**src/rtl/mem_tx_reader.sv**
```systemverilog
// ---------------------------------------------------------------------------
// mem_tx_reader
//   Drains a burst of bytes from a 32x8 byte buffer (synchronous read port)
//   into a UART transmitter. A rising edge on start samples base_addr and
//   count. Each byte is then fetched, captured and handed to the UART with a
//   tx_start / tx_busy handshake. done pulses once at the end of the burst.
//
//   Handshake (UART side): tx_start is a one-cycle request raised only in
//   SEND while tx_busy=0. The transmitter acknowledges by raising tx_busy,
//   and the byte counts as handed off when tx_busy falls again. tx_data is
//   stable from capture until the next capture.
//
//   Optional feature (macro MEM_TX_READER_LOOP_EN): when start is still high
//   at the end of a pass, base_addr and count are re-sampled and another pass
//   starts without returning to IDLE.
//
// Ports:
//   clk        system clock, rising edge
//   rst        asynchronous active-low reset
//   start      burst request, rising edge acts
//   base_addr  first buffer address (sampled on start edge)
//   count      bytes to send, 0..DEPTH, larger values are clamped to DEPTH
//   mem_rd_en  buffer read strobe
//   mem_addr   buffer read address
//   mem_data   buffer read data, valid the cycle after mem_rd_en
//   tx_data    byte presented to the UART TX
//   tx_start   one-cycle request to the UART TX
//   tx_busy    UART TX busy
//   busy       burst in progress
//   done       one-cycle pulse at burst end
//   sent       bytes handed off in the current or last burst
//   state_dbg  current FSM state encoding, for observation only
// ---------------------------------------------------------------------------
module mem_tx_reader #(
   parameter int DEPTH  = 32,
   parameter int ADDR_W = 5,
   parameter int DATA_W = 8
) (
   input  logic              clk,
   input  logic              rst,
   input  logic              start,
   input  logic [ADDR_W-1:0] base_addr,
   input  logic [ADDR_W:0]   count,
   output logic              mem_rd_en,
   output logic [ADDR_W-1:0] mem_addr,
   input  logic [DATA_W-1:0] mem_data,
   output logic [DATA_W-1:0] tx_data,
   output logic              tx_start,
   input  logic              tx_busy,
   output logic              busy,
   output logic              done,
   output logic [ADDR_W:0]   sent,
   output logic [2:0]        state_dbg
);

   typedef enum logic [2:0] {
      IDLE    = 3'd0,
      FETCH   = 3'd1,
      CAPTURE = 3'd2,
      SEND    = 3'd3,
      WAIT_HI = 3'd4,
      WAIT_LO = 3'd5,
      FINISH  = 3'd6
   } state_t;

   localparam logic [ADDR_W:0] DEPTH_C = DEPTH[ADDR_W:0];
   localparam logic [ADDR_W:0] ONE_C   = {{ADDR_W{1'b0}}, 1'b1};

   state_t            state, state_d;
   logic              start_prev;
   logic              start_edge;
   logic [ADDR_W:0]   count_c;
   logic [ADDR_W-1:0] addr;
   logic [ADDR_W:0]   remaining;
   logic              load;   // latch base/count and clear sent
   logic              step;   // byte handed off: advance address and counters

   assign start_edge = start && !start_prev;
   assign count_c    = (count > DEPTH_C) ? DEPTH_C : count;

   // Strobes toward the buffer and the UART are decoded from state, so an
   // asynchronous reset clears them without waiting for a clock edge.
   assign mem_rd_en = (state == FETCH);
   assign mem_addr  = (state == FETCH) ? addr : '0;
   assign tx_start  = (state == SEND) && !tx_busy;
   assign busy      = (state != IDLE);
   assign state_dbg = state;

   always_ff @(posedge clk or negedge rst) begin
      if (!rst) begin
         state <= IDLE;
      end else begin
         state <= state_d;
      end
   end

   always_comb begin
      state_d = state;
      load    = 1'b0;
      step    = 1'b0;
      case (state)
         IDLE: begin
            if (start_edge) begin
               load    = 1'b1;
               state_d = (count_c == '0) ? FINISH : FETCH;
            end
         end
         FETCH:   state_d = CAPTURE;
         CAPTURE: state_d = SEND;
         SEND: begin
            if (!tx_busy) state_d = WAIT_HI;
         end
         WAIT_HI: begin
            if (tx_busy) state_d = WAIT_LO;
         end
         WAIT_LO: begin
            if (!tx_busy) begin
               step    = 1'b1;
               state_d = (remaining == ONE_C) ? FINISH : FETCH;
            end
         end
         FINISH: begin
`ifdef MEM_TX_READER_LOOP_EN
            // Level-sensitive on purpose: a held start keeps the loop going.
            if (start) begin
               load    = 1'b1;
               state_d = (count_c == '0) ? IDLE : FETCH;
            end else begin
               state_d = IDLE;
            end
`else
            state_d = IDLE;
`endif
         end
         default: state_d = IDLE;
      endcase
   end

   always_ff @(posedge clk or negedge rst) begin
      if (!rst) begin
         start_prev <= 1'b0;
         addr       <= '0;
         remaining  <= '0;
         sent       <= '0;
         tx_data    <= '0;
         done       <= 1'b0;
      end else begin
         start_prev <= start;
         // done follows FINISH by one cycle, landing in the cycle where
         // busy has already dropped (or the next pass has begun).
         done       <= (state == FINISH);
         if (load) begin
            addr      <= base_addr;
            remaining <= count_c;
            sent      <= '0;
         end else if (step) begin
            addr      <= addr + 1'b1;  // wraps modulo DEPTH
            remaining <= remaining - 1'b1;
            sent      <= sent + 1'b1;
         end
         if (state == CAPTURE) begin
            tx_data <= mem_data;
         end
      end
   end

endmodule

```
**config.mk**
```make
export PLATFORM = sky130hd
export DESIGN_NAME = mem_tx_reader
export DESIGN_NICKNAME = d
export VERILOG_FILES = /design/src/rtl/mem_tx_reader.sv
export SDC_FILE = /design/constraint.sdc
export NUM_CORES = 1
export LEC_CHECK = 0
export CAP_MARGIN = 20
export CORE_ASPECT_RATIO = 0.8
export CORE_UTILIZATION = 40
export CTS_BUF_LIST = sky130_fd_sc_hd__clkbuf_4 sky130_fd_sc_hd__clkbuf_8
export DETAILED_ROUTE_END_ITERATION = 8
export HOLD_SLACK_MARGIN = 0.05
export MAX_ROUTING_LAYER = met4
export PLACE_DENSITY = 0.71
export SETUP_SLACK_MARGIN = 0.15
export SYNTH_ARGS = -nofsm -noshare
export SYNTH_HDL_FRONTEND = slang
export SYNTH_SLANG_ARGS = --single-unit
```
**constraint.sdc**
```tcl
create_clock -name clk -period 2.57 [get_ports clk]
set_clock_uncertainty 0.15 [all_clocks]
set_input_delay 0.257 -clock clk [delete_from_list [all_inputs] [get_ports clk]]
set_output_delay 0.257 -clock clk [all_outputs]
set_load 0.005 [all_outputs]
```
Yosys cells after proc, flatten, opt, wreduce, memory -nomap -nowiden
Cells that the tools add are included.
Storage, ports and cells
  bits in registers: 30
  output and inout bits: 26
  word-level logic and storage cells: 50
Operators by class
  add/sub/neg operators: 3
  magnitude comparators: 1
  equal/unequal tests: 11
  mux-type cells: 19
  reduce and logical (&&, ||, !) cells: 9
Operators by type and width (number)
  2-to-1 mux 6 bit: 5
  2-to-1 mux 3 bit: 6
  one-hot mux 3 bit (6 select lines): 1
  2-to-1 mux 5 bit: 3
  == test 3 bit, second input constant: 3
  != test 2 bit, second input constant: 4
  adder 6 x 1 -> 6 bit, second input constant: 1
  == test 3 x 2 -> 1 bit, second input constant: 2
  == test 6 x 1 -> 1 bit, second input constant: 1
  greater-than comparator 6 bit, second input constant: 1
  logical NOT 6 bit: 1
  subtractor 6 x 1 -> 6 bit, second input constant: 1
  adder 5 x 1 -> 5 bit, second input constant: 1
  2-to-1 mux 1 bit: 4
  AND reduction 4 bit: 1
  == test 3 x 1 -> 1 bit, second input constant: 1
  logical NOT 3 bit: 1
  nonzero test 3 bit: 1
  logical AND 1 bit: 2
  logical NOT 1 bit: 2
  nonzero test 2 bit: 1

Depth between registers and ports, before layout
Gate-level depths: netlist of the first run.
  word-level depth: 6
  depth in mapped cells: 7
  depth with buffers taken out: 5

Least setup slack after synthesis of the first run
OpenSTA, ideal clock, no wires.
  path type: register to register
  start point: reg state[0] (netlist: state_dbg[0])
  end point: reg tx_data[0]
  arrival time: 1.345 ns
  required time: 2.295 ns
  setup slack: 0.950 ns
  cell stages (with the launch flop): 6
  buffers on the path: 1
  period minus slack after synthesis: 1.620 ns
  cell sequence: dfrtp_1 > buf_2 > inv_1 > nand2_1 > nor2_2 > mux2_2
On the way
  longest elaborated chain between the ends: 1
RTL lines
  start: declaration: line 69  | state_t state, state_d;
  start signal: assignment: line 93  | state <= state_d;
  == test 3 x 2 -> 1 bit: line 161  | if (state == CAPTURE) begin
  end signal: assignment: line 162  | tx_data <= mem_data;
  end: declaration: line 47  | output logic [DATA_W-1:0] tx_data,
No other way between the ends.
A chain may end at the register's enable or synchronous reset.

Final worst setup path of the first run
  start point: reg state[1] (netlist: state_dbg[1])
  end point: out mem_addr[4]
On the way
  longest elaborated chain between the ends: 2
RTL lines
  == test 3 x 1 -> 1 bit: line 84  | assign mem_addr = (state == FETCH) ? addr : '0;
  2-to-1 mux 5 bit: line 84
  end: declaration: line 45  | output logic [ADDR_W-1:0] mem_addr,
No other way between the ends.

==> key figures, run 1 <==
Global route
  • Vias in the first global route: 1288
  • Total track usage: 19.9%
  • Initial antenna violation count: 0
  • First-pass GRT wire length: 5.91 mm
  • Grt ovf: 0
  • Largest net degree at the start of global routing: 31

Hold path
  • Hold Path Class: input pin to async pin

Clocking
  • Hold buffers post-CTS: 0
  • Post-CTS resize count: 0
  • CTS clock-pin slew for the worst setup and hold paths: 0.06 ns
  • CTS tree: built
  • Clock H-tree levels: 2
  • CTS buffer count: 5
  • Worst-case clock buffer depth: 2
  • Setup repair bufs after CTS: 0
  • Clk Latency, worst-skew pair: 0.29 ns
  • Root buf cell: clkbuf_8
  • Sink Count: 30

Layout
  • Antenna Cells: 0
  • Commonest non-fill, non-tap cell in the layout: clkdlybuf4s50_1
  • Fraction of layout cells with a size suffix above 1: 11.8%
  • Final Util: 60.5%
  • Area growth, synth to finish: 39.5%
  • Most frequent cells in the layout: clkdlybuf4s50_1, dfrtp_1, nor2_1
  • Final net count: 230
  • Layout Cells excl Fill: 245

Power and ir drop
  • VDD IR-drop max: 0.000497 V
  • LEAKAGE: 0.900 nW
  • Pwr per Cell Area: 997 mW/mm²

STA
  • Final setup vio count: 0
  • Final hold slack: 0.199 ns
  • Setup tns final: 0 ns
  • RSZ-0062 raised after global routing: no
  • Fmax achieved: 447 MHz
  • Final period util: 87.0%
  • Slew @ Worst Pin: 0.515 ns
  • Min cycle time layout: 2.24 ns
  • Slew Limit Fails: 0
  • Slew HR: 65.6%
  • Final-report hold violation count: 0

Die
  • Boundary Pins: 49
  • Die Span X: 71.3 µm
  • Core Rows: 19
  • Die area: 0.00409 mm²
  • DIE HEIGHT: 57.4 µm
  • Starting Density: 43.4%
  • Core Area: 0.00354 mm²

Placement
  • Final GP Congestion: 0.884
  • Port Buf Inserts: 48
  • Placed wire-length estimate: 2.66 mm
  • Placed instance count: 238

Setup path
  • R2R Path Start: state_dbg[1]$_DFFE_PN0P_
  • Setup crit end kind: output pin
  • Crit path required time: 2.16 ns
  • Max stage delay on crit path: 0.54 ns
  • CP Cell Sequence: nor3_2 > and2_1 > clkdlybuf4s50_1
  • Worst-path cell with the longest stage delay: dfrtp_1
  • CP max FO: 14
  • Worst R2R Path Depth: 4
  • Crit Path Category: register to output pin
  • R2R Path End: remaining[2]$_DFFE_PN0P_
  • CP bufs+invs: 1
  • Flop-to-flop setup slack: 0.68 ns
  • Critical Path Start Type: register
  • Critical path data arrival time: 1.83 ns
  • CP delay by family, top: flip-flops

Routing
  • Drt wl/cell: 14.2 µm
  • Post-route DRC: 0
  • Routed vias/inst: 5.33
  • Drt initial violations: 88
  • Drt pass-1 iters: 4
  • Overall routed net length: 3.48 mm
  • DR vias: 1305
  • Antenna-violating nets left: 0

Logic synthesis
  • Post-synth cell types: 35
  • Top FF cell, synth: dfrtp_1
  • Avg Inst Size Synth: 10.2 µm²
  • Asr flop ratio synth: 100%
  • Post-Synthesis Cell Area: 0.00154 mm²
  • Synthesized flop and latch total: 30
  • Syn Nets: 178
  • Seq/Total Area, Yosys: 48.9%
  • Mapped Cells: 151
  • Post-synth EDFFs: 0
  • Synth warn: 0

Status
  • Outcome: completed

Run
  • Reported max-cap violation count: 0
-- per-layer routing --
metal  vias up  wire (µm)  track usage, %
li1        635          -               -
met1       640       1600            24.7
met2        22       1690            31.2
met4         0         72            9.43
met5         -          0               -
met3         8        115            4.24
-- layout make-up --
class / instances / area (µm²)
Tap cell: 42 / 52.6
Inverter: 4 / 15.0
Timing Repair Buffer: 51 / 503
Fill cell: 308 / 1400
Clock buffer: 7 / 83.8
Multi-Input combinational cell: 111 / 738
Sequential cell: 30 / 751
-- sequential cells by signal, indices dropped and copies added (netlist names) --
name and count:
tx_data 8, state_dbg 3, remaining 6, start_prev 1
sent 6, addr 5, done 1
-- cells in the mapped netlist (4+ instances only) --
| master | instances | share of area (%) |
|---|---|---|
| nand3b_1 | 4 | 2.0 |
| inv_1 | 4 | 0.98 |
| o21ai_0 | 7 | 2.3 |
| nor3_1 | 4 | 1.3 |
| mux2_2 | 8 | 5.9 |
| and2_1 | 5 | 2.0 |
| a221o_1 | 4 | 2.6 |
| xor2_1 | 9 | 5.1 |
| nand2_1 | 16 | 3.9 |
| nand4_1 | 4 | 1.6 |
| ha_1 | 4 | 3.3 |
| nor2_1 | 20 | 4.9 |
| dfrtp_1 | 30 | 49 |
-- kinds of logic after synthesis --
group | Yosys count | share of synthesized area (%)
and+or+nand+nor | 67 | 22.8
DFF | 30 | 48.9
AOI/OAI and AO/OA | 23 | 10.7
buffers and inverters | 10 | 3.42
xor gates and xnor gates | 9 | 5.13
muxes | 8 | 5.86
adders and majority gates | 4 | 3.26
-- worst register-to-register path, cell delays in order (launching register included) --
cell      delay (ns)
dfrtp_1         0.54
and4bb_4        0.50
a21oi_2         0.11
o21a_1          0.22
a221o_1         0.25
-- per-stage QoR --
step / power [mW] / setup WS (ns) / area [µm²]
final: 2.14 / 0.334 / 2140
after global routing: 2.31 / 0.163 / 2140
after CTS: 2.15 / 0.183 / 2140
after detailed placement: 1.77 / 0.425 / 2050
after global placement: 1.73 / 0.504 / 2050
after floorplan: 1.32 / 0.950 / 1540
-- power by group --
| part | switching, mW | total [mW] | internal [mW] |
|---|---|---|---|
| clock network | 0.167 | 0.374 | 0.207 |
| logic | 0.383 | 0.929 | 0.546 |
| registers | 0.172 | 0.835 | 0.662 |
-- worst max path at each step --
| stage | from | to | slack (ns) | cells after the start |
|---|---|---|---|---|
| 2_1_floorplan | state_dbg[0]$_DFFE_PN0P_ | tx_data[0]$_DFFE_PN0P_ | 0.95 | 5 |
| 3_3_place_gp | tx_busy | remaining[2]$_DFFE_PN0P_ | 0.50 | 5 |
| 3_5_place_dp | tx_busy | remaining[2]$_DFFE_PN0P_ | 0.43 | 5 |
| 4_1_cts | state_dbg[1]$_DFFE_PN0P_ | mem_addr[4] | 0.18 | 3 |
| 5_1_grt | state_dbg[1]$_DFFE_PN0P_ | mem_addr[2] | 0.16 | 3 |
| 6_report | state_dbg[1]$_DFFE_PN0P_ | mem_addr[4] | 0.33 | 3 |
Power figures use the tool's default switching activity.
==> inputs of run 2 (changes only) <==
--- a/config.mk
+++ b/config.mk
@@ -9,6 +9,7 @@
 export CORE_ASPECT_RATIO = 0.8
 export CORE_UTILIZATION = 40
 export CTS_BUF_LIST = sky130_fd_sc_hd__clkbuf_4 sky130_fd_sc_hd__clkbuf_8
+export CTS_CLUSTER_SIZE = 40
 export DETAILED_ROUTE_END_ITERATION = 8
 export HOLD_SLACK_MARGIN = 0.05
 export MAX_ROUTING_LAYER = met4
==> results of run 2 <==
The final DEF is identical to that of run 1; final timing and power are the same.
==> inputs of run 3 (changes only) <==
--- a/config.mk
+++ b/config.mk
@@ -7,13 +7,12 @@
 export LEC_CHECK = 0
 export CAP_MARGIN = 20
 export CORE_ASPECT_RATIO = 0.8
-export CORE_UTILIZATION = 40
+export CORE_UTILIZATION = 26
 export CTS_BUF_LIST = sky130_fd_sc_hd__clkbuf_4 sky130_fd_sc_hd__clkbuf_8
 export CTS_CLUSTER_SIZE = 40
 export DETAILED_ROUTE_END_ITERATION = 8
 export HOLD_SLACK_MARGIN = 0.05
 export MAX_ROUTING_LAYER = met4
-export PLACE_DENSITY = 0.71
 export SETUP_SLACK_MARGIN = 0.15
 export SYNTH_ARGS = -nofsm -noshare
 export SYNTH_HDL_FRONTEND = slang
==> key figures, run 3 (synthesis results as in run 1) <==
Power and ir drop
  • Sequential power share: 41.4%
  • Clock share of power: 17.4%
  • Switching power share of the total: 34.3%
  • Pwr per Cell Area: 979 mW/mm²
  • Cell internal pwr: 1.40 mW
  • NetSw: 731 µW
  • Power share of the combinational group: 41.3%
  • LEAKAGE: 0.891 nW
  • PnR Total Power: 2.13 mW
  • VDD IR-drop max: 0.000302 V

Die
  • Core Rows: 24
  • Die Span X: 87.9 µm
  • DIE HEIGHT: 70.8 µm
  • Die area: 0.00622 mm²
  • Boundary Pins: 49
  • Starting Density: 27.5%
  • Core Area: 0.00559 mm²

Placement
  • Port Buf Inserts: 48
  • Placed wire-length estimate: 2.65 mm
  • Final GP Congestion: 0.802

STA
  • Fmax achieved: 444 MHz
  • Final-report hold violation count: 0
  • Slew HR: 58.7%
  • Final setup vio count: 0
  • Slew Limit Fails: 0
  • Setup tns final: 0 ns
  • Slew @ Worst Pin: 0.620 ns
  • Final period util: 87.6%
  • Min cycle time layout: 2.25 ns
  • RSZ-0062 raised after global routing: no

Layout
  • Area growth, synth to finish: 41.9%
  • Commonest non-fill, non-tap cell in the layout: clkdlybuf4s50_1
  • Biggest regs: tx_data x8, remaining x6, sent x6
  • Most frequent cells in the layout: clkdlybuf4s50_1, dfrtp_1, nor2_1
  • Antenna Cells: 0
  • Largest register FFs: 8
  • Fraction of layout cells with a size suffix above 1: 11.4%
  • Largest reg by FF count: tx_data
  • Final net count: 228
  • FILL cells: 575

Setup path
  • Setup crit end kind: output pin
  • Critical path data arrival time: 1.85 ns
  • Worst-path cell with the longest stage delay: dfrtp_1
  • CP Cell Sequence: nor3_4 > and2_1 > clkdlybuf4s50_1
  • Crit path required time: 2.16 ns
  • CP delay by family, top: flip-flops
  • Max stage delay on crit path: 0.58 ns
  • Critical Path Start Type: register
  • Crit Path Category: register to output pin
  • CP max FO: 14
  • CP bufs+invs: 1

Global route
  • Total track usage: 13.4%
  • Vias in the first global route: 1280
  • Largest net degree at the start of global routing: 31
  • Grt ovf: 0
  • Initial antenna violation count: 0
  • First-pass GRT wire length: 6.13 mm

Clocking
  • CTS tree: built
  • Root buf cell: clkbuf_8
  • Clk Latency, worst-skew pair: 0.27 ns
  • CTS buffer count: 5
  • Clock H-tree levels: 2
  • Worst-case clock buffer depth: 2
  • Sink Count: 30
  • CTS clock-pin slew for the worst setup and hold paths: 0.06 ns
  • Hold buffers post-CTS: 0
  • Setup repair bufs after CTS: 0

Run
  • Reported max-cap violation count: 0

Routing
  • DR vias: 1264
  • Drt initial violations: 72
  • Post-route DRC: 0
  • Overall routed net length: 3.68 mm
  • Antenna-violating nets left: 0
  • Routed vias/inst: 4.53
  • Drt wl/cell: 13.2 µm
  • Drt pass-1 iters: 4

Hold path
  • Hold Path Class: input pin to async pin

Status
  • Outcome: completed
-- run 3: cell types whose count changed in the layout (fill, tap and decap cells not counted), sizes merged --
cell and change:
buf -2
-- run 3: final cells by class --
class / count / area [µm²] / area share [%]
flip-flops and latches: 30 / 752 / 34.5
repair buffers: 49 / 488 / 22.4
multi-input cells: 111 / 744 / 34.1
clock buffers: 7 / 83.8 / 3.84
well taps: 78 / 97.6 / 4.48
inverters: 4 / 15.0 / 0.688
-- run 3: power by group through the flow --
stage | Sequential (mW) | Clock, mW | Combinational, mW
after global routing | 0.918 | 0.414 | 0.983
after floorplan | 0.809 | 0 | 0.514
after CTS | 0.872 | 0.388 | 0.887
final | 0.883 | 0.371 | 0.881
after global placement | 0.878 | 0 | 0.871
after detailed placement | 0.875 | 0 | 0.880
-- run 3: what timing repair did --
| item | in CTS | in global routing |
|---|---|---|
| setup endpoints to repair | 6 | 2 |
| resized for setup | 2 | 1 |
| hold endpoints to repair | 0 | 0 |
-- run 3: per-stage QoR --
stage               utilization, %  area, µm²  worst slack [ns]  hold slack, ns  instances
global route                  39.0       2180             0.204           0.251        279
floorplan                        -       1540             0.950          -0.189        151
global placement              37.3       2080             0.354           0.339        272
CTS                           38.9       2170             0.258           0.230        279
detailed placement            37.3       2080             0.269           0.344        272
finish                        39.0       2180             0.318           0.222        279
-- run 3: routing by layer --
layer	vias up	track usage, %	wire length (µm)
li1	628	-	-
met4	0	4.92	53
met2	26	19.8	1640
met5	-	-	0
met1	605	17.6	1830
met3	5	3.38	152
-- run 3: worst register-to-register path, stage by stage (launching register included) --
cell,delay (ns)
dfrtp_1,0.74
and4bb_4,0.47
a21oi_2,0.13
o21a_1,0.22
a221o_1,0.27
-- run 3: final timing paths --
| kind | start | endpoint | slack [ns] | cells past startpoint |
|---|---|---|---|---|
| setup / recovery | state_dbg[1]$_DFFE_PN0P_ | mem_addr[0] | 0.32 | 3 |
| hold / removal | rst | tx_data[6]$_DFFE_PN0P_ | 0.22 | 2 |
| setup reg to reg | state_dbg[2]$_DFFE_PN0P_ | remaining[2]$_DFFE_PN0P_ | 0.47 | 4 |
| hold reg to reg | tx_data[1]$_DFFE_PN0P_ | tx_data[1]$_DFFE_PN0P_ | 0.35 | 1 |
| max in group asynchronous | rst | state_dbg[0]$_DFFE_PN0P_ | 1.74 | 2 |
| min in group clk | start | start_prev$_DFF_PN0_ | 0.33 | 1 |
